`src/rtl/ser_pkg.sv`:
```
// Shared definitions for the serial link: word size, counter width
// derivation and the receiver state encoding. The serializer and any
// loopback top reuse these so both ends agree on widths.
package ser_pkg;

    // Default word length in bits.
    localparam int MSG_SIZE_DEF = 64;

    // Counter must be able to hold the value MSG_SIZE itself, not just MSG_SIZE-1.
    function automatic int cw_of(input int msg_size);
        return $clog2(msg_size) + 1;
    endfunction

    typedef enum logic [1:0] {
        IDLE  = 2'd0,
        SHIFT = 2'd1,
        FULL  = 2'd2
    } rx_state_t;

endpackage

```
`src/rtl/deserializer_rx.sv`:
```
// MSB-first serial-to-parallel receiver. Assembles MSG_SIZE-bit words from a
// flagged bit stream, holds each completed word until acknowledged and flags
// bits that arrive while a word is still waiting (sticky overflow).
// oCounter reaches MSG_SIZE on completion so it can drive a serializer's
// counter input directly in loopback/echo paths.
module deserializer_rx
    import ser_pkg::*;
#(
    parameter int MSG_SIZE = MSG_SIZE_DEF,
    localparam int CW = cw_of(MSG_SIZE)
) (
    input  logic                clk,
    input  logic                rst_n,
    input  logic                ena,
    input  logic                iClear,
    input  logic                iData_in,
    input  logic                iData_flag,
    input  logic                iAck,
    output logic [MSG_SIZE-1:0] oData_out,
    output logic [CW-1:0]       oCounter,
    output logic                oData_valid,
    output logic                oOverflow
);

    localparam logic [CW-1:0] CNT_FULL = CW'(MSG_SIZE);
    localparam logic [CW-1:0] CNT_LAST = CW'(MSG_SIZE - 1);
    localparam logic [CW-1:0] CNT_ONE  = CW'(1);

    rx_state_t state;

    // State, counter, shift register and flags in one registered process;
    // priority is reset > enable-freeze > clear > normal operation.
    always_ff @(posedge clk or negedge rst_n) begin
        if (!rst_n) begin
            state       <= IDLE;
            oData_out   <= '0;
            oCounter    <= '0;
            oData_valid <= 1'b0;
            oOverflow   <= 1'b0;
        end else if (ena) begin
            if (iClear) begin
                state       <= IDLE;
                oData_out   <= '0;
                oCounter    <= '0;
                oData_valid <= 1'b0;
                oOverflow   <= 1'b0;
            end else begin
                case (state)
                    IDLE: begin
                        if (iData_flag) begin
                            oData_out <= {oData_out[MSG_SIZE-2:0], iData_in};
                            oCounter  <= CNT_ONE;
                            state     <= SHIFT;
                        end
                    end
                    SHIFT: begin
                        if (iData_flag) begin
                            oData_out <= {oData_out[MSG_SIZE-2:0], iData_in};
                            if (oCounter == CNT_LAST) begin
                                oCounter    <= CNT_FULL;
                                oData_valid <= 1'b1;
                                state       <= FULL;
                            end else begin
                                oCounter <= oCounter + CNT_ONE;
                            end
                        end
                    end
                    FULL: begin
                        if (iAck) begin
                            oData_valid <= 1'b0;
                            // A bit arriving with the ack starts the next word.
                            if (iData_flag) begin
                                oData_out <= {oData_out[MSG_SIZE-2:0], iData_in};
                                oCounter  <= CNT_ONE;
                                state     <= SHIFT;
                            end else begin
                                oCounter <= '0;
                                state    <= IDLE;
                            end
                        end else if (iData_flag) begin
                            oOverflow <= 1'b1;
                        end
                    end
                    default: begin
                        state       <= IDLE;
                        oCounter    <= '0;
                        oData_valid <= 1'b0;
                    end
                endcase
            end
        end
    end

endmodule

```
`config.mk`:
```
export PLATFORM = sky130hd
export DESIGN_NAME = deserializer_rx
export DESIGN_NICKNAME = d
export VERILOG_FILES = /design/src/rtl/ser_pkg.sv /design/src/rtl/deserializer_rx.sv
export SDC_FILE = /design/constraint.sdc
export NUM_CORES = 1
export LEC_CHECK = 0
export CAP_MARGIN = 30
export CELL_PAD_IN_SITES_DETAIL_PLACEMENT = 1
export CELL_PAD_IN_SITES_GLOBAL_PLACEMENT = 1
export CORE_ASPECT_RATIO = 1.75
export CORE_UTILIZATION = 44
export DETAILED_ROUTE_END_ITERATION = 7
export PLACE_DENSITY = 0.82
export RECOVER_POWER = 100
export SLEW_MARGIN = 20
export SYNTH_ARGS = -nofsm -noshare
export SYNTH_HDL_FRONTEND = slang
export SYNTH_SLANG_ARGS = --single-unit
export TNS_END_PERCENT = 50
```
`constraint.sdc`:
```
create_clock -name clk -period 2.6 [get_ports clk]
set_clock_uncertainty 0.15 [all_clocks]
set_input_delay 0.52 -clock clk [delete_from_list [all_inputs] [get_ports clk]]
set_output_delay 0.52 -clock clk [all_outputs]
set_load 0.02 [all_outputs]
```
=== Yosys cells after proc, flatten, opt, wreduce, memory -nomap -nowiden ===
Cells that the tools add are included.
Widths: inputs -> output; s select.

* Input bits: 7
* Logic and storage cells: 52
* Register bits after elaboration: 75

* Reductions and logical operators: 10
* Eq/ne operators: 9
* Muxes and demuxes: 27
* $add $sub $neg: 1

{| class="wikitable"
|+ Operator list
! cell !! number
|-
| $mux 64 || 3
|-
| $pmux 64 s2 || 1
|-
| $mux 7 || 5
|-
| $pmux 7 s3 || 1
|-
| $ne 3x3->1 const B || 4
|-
| $mux 1 || 10
|-
| $mux 2 || 5
|-
| $reduce_and 5->1 || 2
|-
| $reduce_and 4->1 || 2
|-
| $add 7x1->7 const B || 1
|-
| $eq 7x6->1 const B || 1
|-
| $pmux 2 s3 || 1
|-
| $ne 2x2->1 const B || 2
|-
| $reduce_bool 2->1 || 2
|-
| $pmux 1 s3 || 1
|-
| $reduce_and 3->1 || 1
|-
| $reduce_bool 3->1 || 1
|-
| $eq 2x1->1 const B || 1
|-
| $eq 2x2->1 const B || 1
|-
| $logic_not 2->1 || 1
|-
| $reduce_or 2->1 || 1
|}

=== Longest topological paths before layout ===
* Depth after elaboration: 5
* Depth in mapped cells: 6

=== Worst setup path after synthesis ===
OpenSTA, ideal clock, no wires.

* Path kind: input to register
* Start point: in iClear
* End point: reg oCounter[5]
* Setup time: 121 ps
* Buffers on the path: 2
* Cell stages on the path: 6
* Data arrival time: 1,511 ps
* Slack: 818 ps
* Cells stage by stage: buf_2 -> clkbuf_1 -> nand2_1 -> o21ai_0 -> o21ai_1 -> a22o_1

* Cells in the longest elaborated chain, start to end: 2
* Elaborated cells between the ends (all ways): 5
* Classes of those cells: 3 x eq/ne; 1 x mux; 1 x reduce/logical

{| class="wikitable"
|+ RTL lines
! element !! line !! RTL
|-
| from (decl) || deserializer_rx.sv:15 || <nowiki>input logic iClear,</nowiki>
|-
| $ne 3x3->1 (no line) || - ||
|-
| $reduce_and 4->1 (no line) || - ||
|-
| to (signal assigned) || deserializer_rx.sv:64 || <nowiki>oCounter <= oCounter + CNT_ONE;</nowiki>
|-
| to (decl) || deserializer_rx.sv:20 || <nowiki>output logic [CW-1:0] oCounter,</nowiki>
|}

Several ways; a longest one is shown, not always the timed one.
A chain may end at the register's enable or synchronous reset.

=== Worst setup path in the final report ===
* Start point: in iAck
* End point: reg oData_out[28]

* Cells in the longest elaborated chain, start to end: 2

{| class="wikitable"
|+ RTL lines
! element !! line !! RTL
|-
| from (decl) || deserializer_rx.sv:18 || <nowiki>input logic iAck,</nowiki>
|-
| $ne 3x3->1 (no line) || - ||
|-
| $reduce_and 3->1 (no line) || - ||
|-
| to (signal assigned) || deserializer_rx.sv:51 || <nowiki>oData_out <= {oData_out[MSG_SIZE-2:0], iData_in};</nowiki>
|-
| to (signal assigned) || deserializer_rx.sv:58 || <nowiki>oData_out <= {oData_out[MSG_SIZE-2:0], iData_in};</nowiki>
|-
| to (signal assigned) || deserializer_rx.sv:73 || <nowiki>oData_out <= {oData_out[MSG_SIZE-2:0], iData_in};</nowiki>
|-
| to (decl) || deserializer_rx.sv:19 || <nowiki>output logic [MSG_SIZE-1:0] oData_out,</nowiki>
|}

Every way passes these cells.

==> key figures <==
Outcome
  • Outcome: complete, no violations

Critical path
  • FF-to-FF Start: state[0]
  • Worst R2R Path Depth: 5
  • Worst R2R Setup Slack: roughly 0.6 ns
  • Critical path type: input pin to flop
  • WP data required: around 2.7 ns
  • CP Capture Type: flop
  • Critical Path Max Stage Delay: 0.57 ns
  • CP arrival: 2.28 ns
  • Max stage delay cell, worst path: dlygate4sd3_1
  • R2R Path End: oData_out[28]
  • CP cell instances: dlygate4sd3_1 -> nand2b_1 -> a21oi_1 -> o21a_1 -> buf_12 -> mux2_1
  • Crit-path max FO: 20
  • Startpoint Class: input pin

Place
  • Place WS: 0.271 ns
  • Detailed Place HPWL: between 5000 and 6000 um
  • Placed cell area: roughly 0.0046 mm2
  • Port-buffer cells: 79
  • Routability Congestion: roughly 0.76

Timing
  • Hold slack: roughly 0.35 ns
  • Fmax: 449 MHz
  • Fin. max-slew vios: 0
  • Final Cycle Share: about 86%
  • Worst setup margin: roughly 0.37 ns
  • Final setup fails: 0
  • Slew @ Worst Pin: around 0.76 ns
  • Max-slew headroom: around half
  • Min Tclk post-route: 2.23 ns
  • RSZ-0062 raised after global routing: false
  • Final hold vios: 0
  • Setup TNS Final: 0 ns

Floorplanning
  • Die H: ~120 um
  • Initial Util: approximately 45%
  • Chip Width: roughly 70 um
  • # IOs: 80
  • Die footprint: roughly 0.0089 mm2
  • Core Area: 0.00826 mm2
  • Num rows: 44

CTS
  • CTS tree: done
  • H-Tree Depth: 3
  • CTS buffer count: 9
  • Clock Latency Late Sink: around 0.34 ns
  • CTS sink cnt: 75
  • Clock slew at reported path FFs: ~0.060 ns
  • Post_cts resized: 0
  • CTS Buffer Depth: 2
  • Root buf cell: clkbuf_16

Detailed routing
  • DRC: 0
  • Met3 wire len: approximately 260 um
  • DR WL/cell: about 18 um
  • Initial drt markers: between 100 and 150
  • Via count: 2426
  • Number of routed nets with antenna violations: 0
  • Vias per inst: around 5.3
  • Highest Signal Layer: met4
  • Met2 Wirelength: around 4500 um
  • Drt pass-1 iters: 4
  • Post-Route WL: slightly above 8000 um
  • Met1 wire length: ~3400 um

Layout
  • Synth-to-layout area growth: 26.1%
  • Post-route cell area: ~0.0047 mm2
  • # diodes: 0
  • Fin nets: 368
  • Ratio of cells with drive above 1 in the final layout: a little over a tenth

Yosys
  • Cell variety after synth: 33
  • Ys Warns: 0
  • Average cell area after synthesis: 13.5 um2
  • Syn_nets: between 200 and 300
  • Post-synth top area share: about half
  • Synth Instances: 277
  • Most frequent cells after synthesis: dfrtp_1 (75), mux2_4 (60), nor2b_1 (60)
  • Number of synthesized flops with an enable pin: 0
  • Synthesis-stage register bit count: 75
  • Cell with the most instances after synthesis: dfrtp_1
  • Synthesized cell area: around 0.0037 mm2
  • Post-synthesis sequential area ratio: 50.1%
  • Post-synth top area cell: dfrtp_1
  • Main area contributors after synthesis: dfrtp_1 (50%), mux2_4 (24%), nor2b_1 (10%)
  • FFs w/ async S/R, synth: 100%
  • Ys flop type: dfrtp_1

Power
  • PwrDens: about 600 mW/mm2
  • Leakage: 2.50 nW
  • Internal power: roughly 2.2 mW
  • Max VDD drop: 352 uV
  • Psw: about 0.62 mW
  • Clock network fraction of total power: ~50%
  • Reg power frac: a little over two fifths
  • Switching share of power: 22.2%
  • Tot Pwr: 2.78 mW
  • Comb pwr share: a little under 8%

GRT
  • Number of global-route vias before repair: between 2k and 3k
  • All-layer global routing usage: roughly 20%
  • Total grt overflow: 0
  • First-pass GRT wire length: 13300 um
  • Pin count of the biggest net entering global routing: 55
  • Initial antenna violation count: 0

Worst hold path
  • Hold_sp: oData_out[63]
  • Hold Path End: oData_out[63]
  • Tightest Hold Check Type: flop to flop
  • Hold Path Depth: 1

Flow run
  • Total of max-cap violations: 0
==> power groups by stage <==
stage	sequential [mW]	combinational [mW]	clock (mW)
after floorplan	1.23	0.154	0
after detailed placement	1.22	0.246	0
final	1.20	0.217	1.36
after global placement	1.22	0.241	0
after global routing	1.20	0.237	1.42
after CTS	1.20	0.249	1.39
==> through the flow <==
step	util, %	cells
2_1_floorplan	-	277
3_5_place_dp	55.9	440
4_1_cts	60.0	457
3_3_place_gp	55.9	440
5_1_grt	57.3	457
6_report	57.3	457
==> placed cells by master, fill, tap and decap left out, types with 2 or more instances in the layout <==
cell / count
and2b_1: 4
clkdlybuf4s50_1: 2
bufinv_16: 2
o21a_1: 2
dlygate4sd3_1: 76
nor3b_1: 2
mux2_4: 5
dfrtp_1: 75
nand3_1: 3
o21bai_1: 2
nor2_1: 6
a31oi_1: 3
a21oi_1: 6
mux2_2: 4
o31ai_1: 2
inv_1: 3
buf_12: 5
clkinv_2: 3
clkbuf_8: 2
nand2_1: 4
mux2_1: 55
clkbuf_16: 9
o21ai_0: 8
a22o_1: 4
buf_4: 3
nand2b_1: 2
nor2b_1: 60
nand4_1: 2
==> how the worst max path moves through the flow <==
stage	start	endpoint	slack, ns	depth (start not counted)
2_1_floorplan	iClear	oCounter[5]	0.82	6
3_3_place_gp	iAck	oData_out[42]	0.30	6
3_5_place_dp	iAck	oData_out[42]	0.27	6
4_1_cts	oCounter[3]	oCounter[3]	0.47	1
5_1_grt	ena	oCounter[5]	0.29	6
6_report	iAck	oData_out[28]	0.37	6
==> routing by layer <==
layer	track usage, %	vias up
met5	0	-
met4	11.0	0
met3	3.32	15
met2	34.1	48
met1	23.9	1250
li1	-	1113
==> what timing repair did <==
| action | in CTS | in global routing |
|---|---|---|
| endpoints found under the hold margin | 29 | 0 |
| hold buffers | 1 | 0 |
| setup buffers | 0 | 0 |
==> kinds of logic (layout without fill, tap and decap cells) <==
group	after synthesis	after routing	share of synthesized area (%)
compound gates	30	30	5.44
fa+ha+maj	1	1	0.334
buf+inv	20	108	4.91
flops	75	75	50.1
mux	64	64	25.2
simple gates	87	87	14.0
==> cell type report <==
| cell class | instances | area, um2 |
|---|---|---|
| repair buffers | 89 | 917 |
| fillers | 876 | 3530 |
| flip-flops and latches | 75 | 1880 |
| clock buffers | 11 | 253 |
| clock inverters | 5 | 75.1 |
| multi-input cells | 182 | 1480 |
| inverters | 3 | 11.3 |
| well taps | 92 | 115 |
==> worst max-delay path, delay by kind of cell <==
kind            cells  cell delay (ns)
compound gates      2             0.52
buf+inv             2             0.80
mux                 1             0.36
simple gates        1             0.08
==> registers in the layout, indices dropped and copies added (netlist names) <==
signal	flops
oData_valid	1
oCounter	7
oOverflow	1
state	2
oData_out	64
Note: power is estimated with default switching activity, not from simulation.
==> RTL edit, RTL diff (config.mk and constraints unchanged) <==
Make the reset (`rst_n`) synchronous in one clocked block.
--- a/src/rtl/deserializer_rx.sv
+++ b/src/rtl/deserializer_rx.sv
@@ -30,7 +30,7 @@
 
     // State, counter, shift register and flags in one registered process;
     // priority is reset > enable-freeze > clear > normal operation.
-    always_ff @(posedge clk or negedge rst_n) begin
+    always_ff @(posedge clk) begin
         if (!rst_n) begin
             state       <= IDLE;
             oData_out   <= '0;
Check against the original RTL: differs if rst_n is asserted again (counterexample within 4 cycles, from zero or initial values and one cycle with rst_n low); with rst_n held inactive, the same outputs for 4 cycles.
==> RTL edit against the original RTL <==
Cell area decreased by 4.6%; fmax increased by 1.6%; worst setup slack improved by 0.034 ns; area after synthesis decreased by 9.4%; global-route usage increased by 2.1 points; routed wire length increased by 1.7%; total power decreased by 10%; sequential cell count unchanged; critical endpoint is now state[1]; largest cell class is now multi-input combinational cells.
==> RTL edit: results (changes against the original RTL) <==
\begin{tabular}{lr}
\hline
Metric & Value \\
\hline
\multicolumn{2}{l}{\textbf{GRT}} \\
\quad Number of global-route vias before repair & 2,868 (+14\%) \\
\quad GRT Util Overall & 0.221 (+0.0209) \\
\multicolumn{2}{l}{\textbf{Pwr}} \\
\quad Pleak & 1.80 nW (-28\%) \\
\quad Worst IR drop on VDD & 0.000394 V (+12\%) \\
\multicolumn{2}{l}{\textbf{Placement}} \\
\quad Routability-driven placement congestion ratio & 0.815 (+6.9\%) \\
\quad HPWL after detailed placement & 5.58 mm (+1.3\%) \\
\quad Placed Instances & 504 (+15\%) \\
\multicolumn{2}{l}{\textbf{Clock network}} \\
\quad Hold buffers post-CTS & 0 (-1) \\
\multicolumn{2}{l}{\textbf{Yosys}} \\
\quad Primary FF master, synth & dfxtp\_1 \\
\quad Top cells by instance count after synthesis & nand2\_1 (76), dfxtp\_1 (75), mux2i\_1 (64), nand3b\_1 (64), clkbuf\_1 (20) \\
\quad Share of synthesized registers carrying an async set or reset & 0 (-1.00) \\
\quad Count of distinct cell types in the synthesized netlist & 42 (+27\%) \\
\quad Post-Synthesis Mean Instance Area & 9.47 um2 (-30\%) \\
\quad Synth Net Count & 367 (+29\%) \\
\multicolumn{2}{l}{\textbf{Route}} \\
\quad Routed vias/inst & 5.36 (+0.98\%) \\
\quad Detailed Route Iter0 Violations & 128 (-6.6\%) \\
\quad Wire length after detailed routing & 8.42 mm (+1.7\%) \\
\multicolumn{2}{l}{\textbf{Outcome}} \\
\quad Run status & finished, final reports clean \\
\multicolumn{2}{l}{\textbf{Final layout}} \\
\quad Most common library cell in the layout ignoring fill and taps & nand2\_1 \\
\quad Share of cells above drive strength 1 & 0.0673 (-0.0368) \\
\multicolumn{2}{l}{\textbf{Worst setup path}} \\
\quad CP Max Fanout & 9 (-55\%) \\
\quad FF-to-FF Start & state[1] \\
\quad Reg-to-Reg End & state[1] \\
\quad Worst-case register-to-register setup slack & 0.65 ns (+0.06 ns) \\
\multicolumn{2}{l}{\textbf{STA}} \\
\quad Worst hold margin & 0.310 ns (-0.0428 ns) \\
\quad Remaining max-slew budget at the tightest pin & 0.543 (+0.0505) \\
\multicolumn{2}{l}{\textbf{Hold path}} \\
\quad Worst hold start & oData\_out[63] \\
\quad Worst hold path cell count & 2 (+1) \\
\hline
\end{tabular}
-- RTL edit: per-stage QoR --
stage                     instance area, um2  setup WS, ns  total power [mW]   util
after floorplan                         3400         0.744              1.31      -
after global placement                  4240         0.229              1.35  0.564
after detailed placement                4240         0.187              1.35  0.564
after CTS                               4520         0.496              2.53  0.602
after global routing                    4510         0.281              2.58  0.601
final                                   4510         0.407              2.49  0.601
-- RTL edit: critical path, stage by stage --
cell	delay, ns
dlygate4sd3_1	0.64
o311ai_2	0.53
clkbuf_1	0.30
nor2_2	0.06
o221a_1	0.22
-- RTL edit: cells by family after synthesis --
| group | after synthesis | share of synthesized area |
|---|---|---|
| AND/OR/NAND/NOR | 161 | 0.265 |
| flip-flops | 75 | 0.442 |
| multiplexers | 64 | 0.189 |
| buffers and inverters | 33 | 0.0468 |
| AO/OA/AOI/OAI | 25 | 0.0541 |
| adder cells (fa/ha/maj) | 1 | 0.00368 |
-- RTL edit: area by class of cell --
cell class / count / area (um2)
Clock buffer: 13 / 270
Clock inverter: 2 / 10.0
Sequential cell: 75 / 1500
Multi-Input combinational cell: 251 / 1750
Fill cell: 857 / 3000
Timing Repair Buffer: 88 / 868
Tap cell: 88 / 110
Inverter: 2 / 7.51
-- RTL edit: worst max-delay path by stage --
stage	startpoint	end	slack, ns	cells past startpoint
3_3_place_gp	iAck	state[1]	0.23	6
5_1_grt	iData_flag	state[1]	0.28	5
2_1_floorplan	oCounter[0]	oCounter[5]	0.74	5
4_1_cts	oCounter[4]	oCounter[4]	0.50	1
6_report	iData_flag	state[1]	0.41	5
3_5_place_dp	iAck	state[1]	0.19	6
-- RTL edit: report_power, final --
group	switching (mW)	internal, mW	leakage, nW
registers	0.00335	1.15	0.604
clock network	0.453	0.715	0.141
logic	0.0983	0.0680	1.05
-- RTL edit: metal layers --
metal	track usage	vias up	routed length, um
li1	-	1389	-
met1	0.235	1328	3470
met2	0.379	55	4450
met3	0.0724	10	359
met4	0.0977	0	142
met5	0	-	0
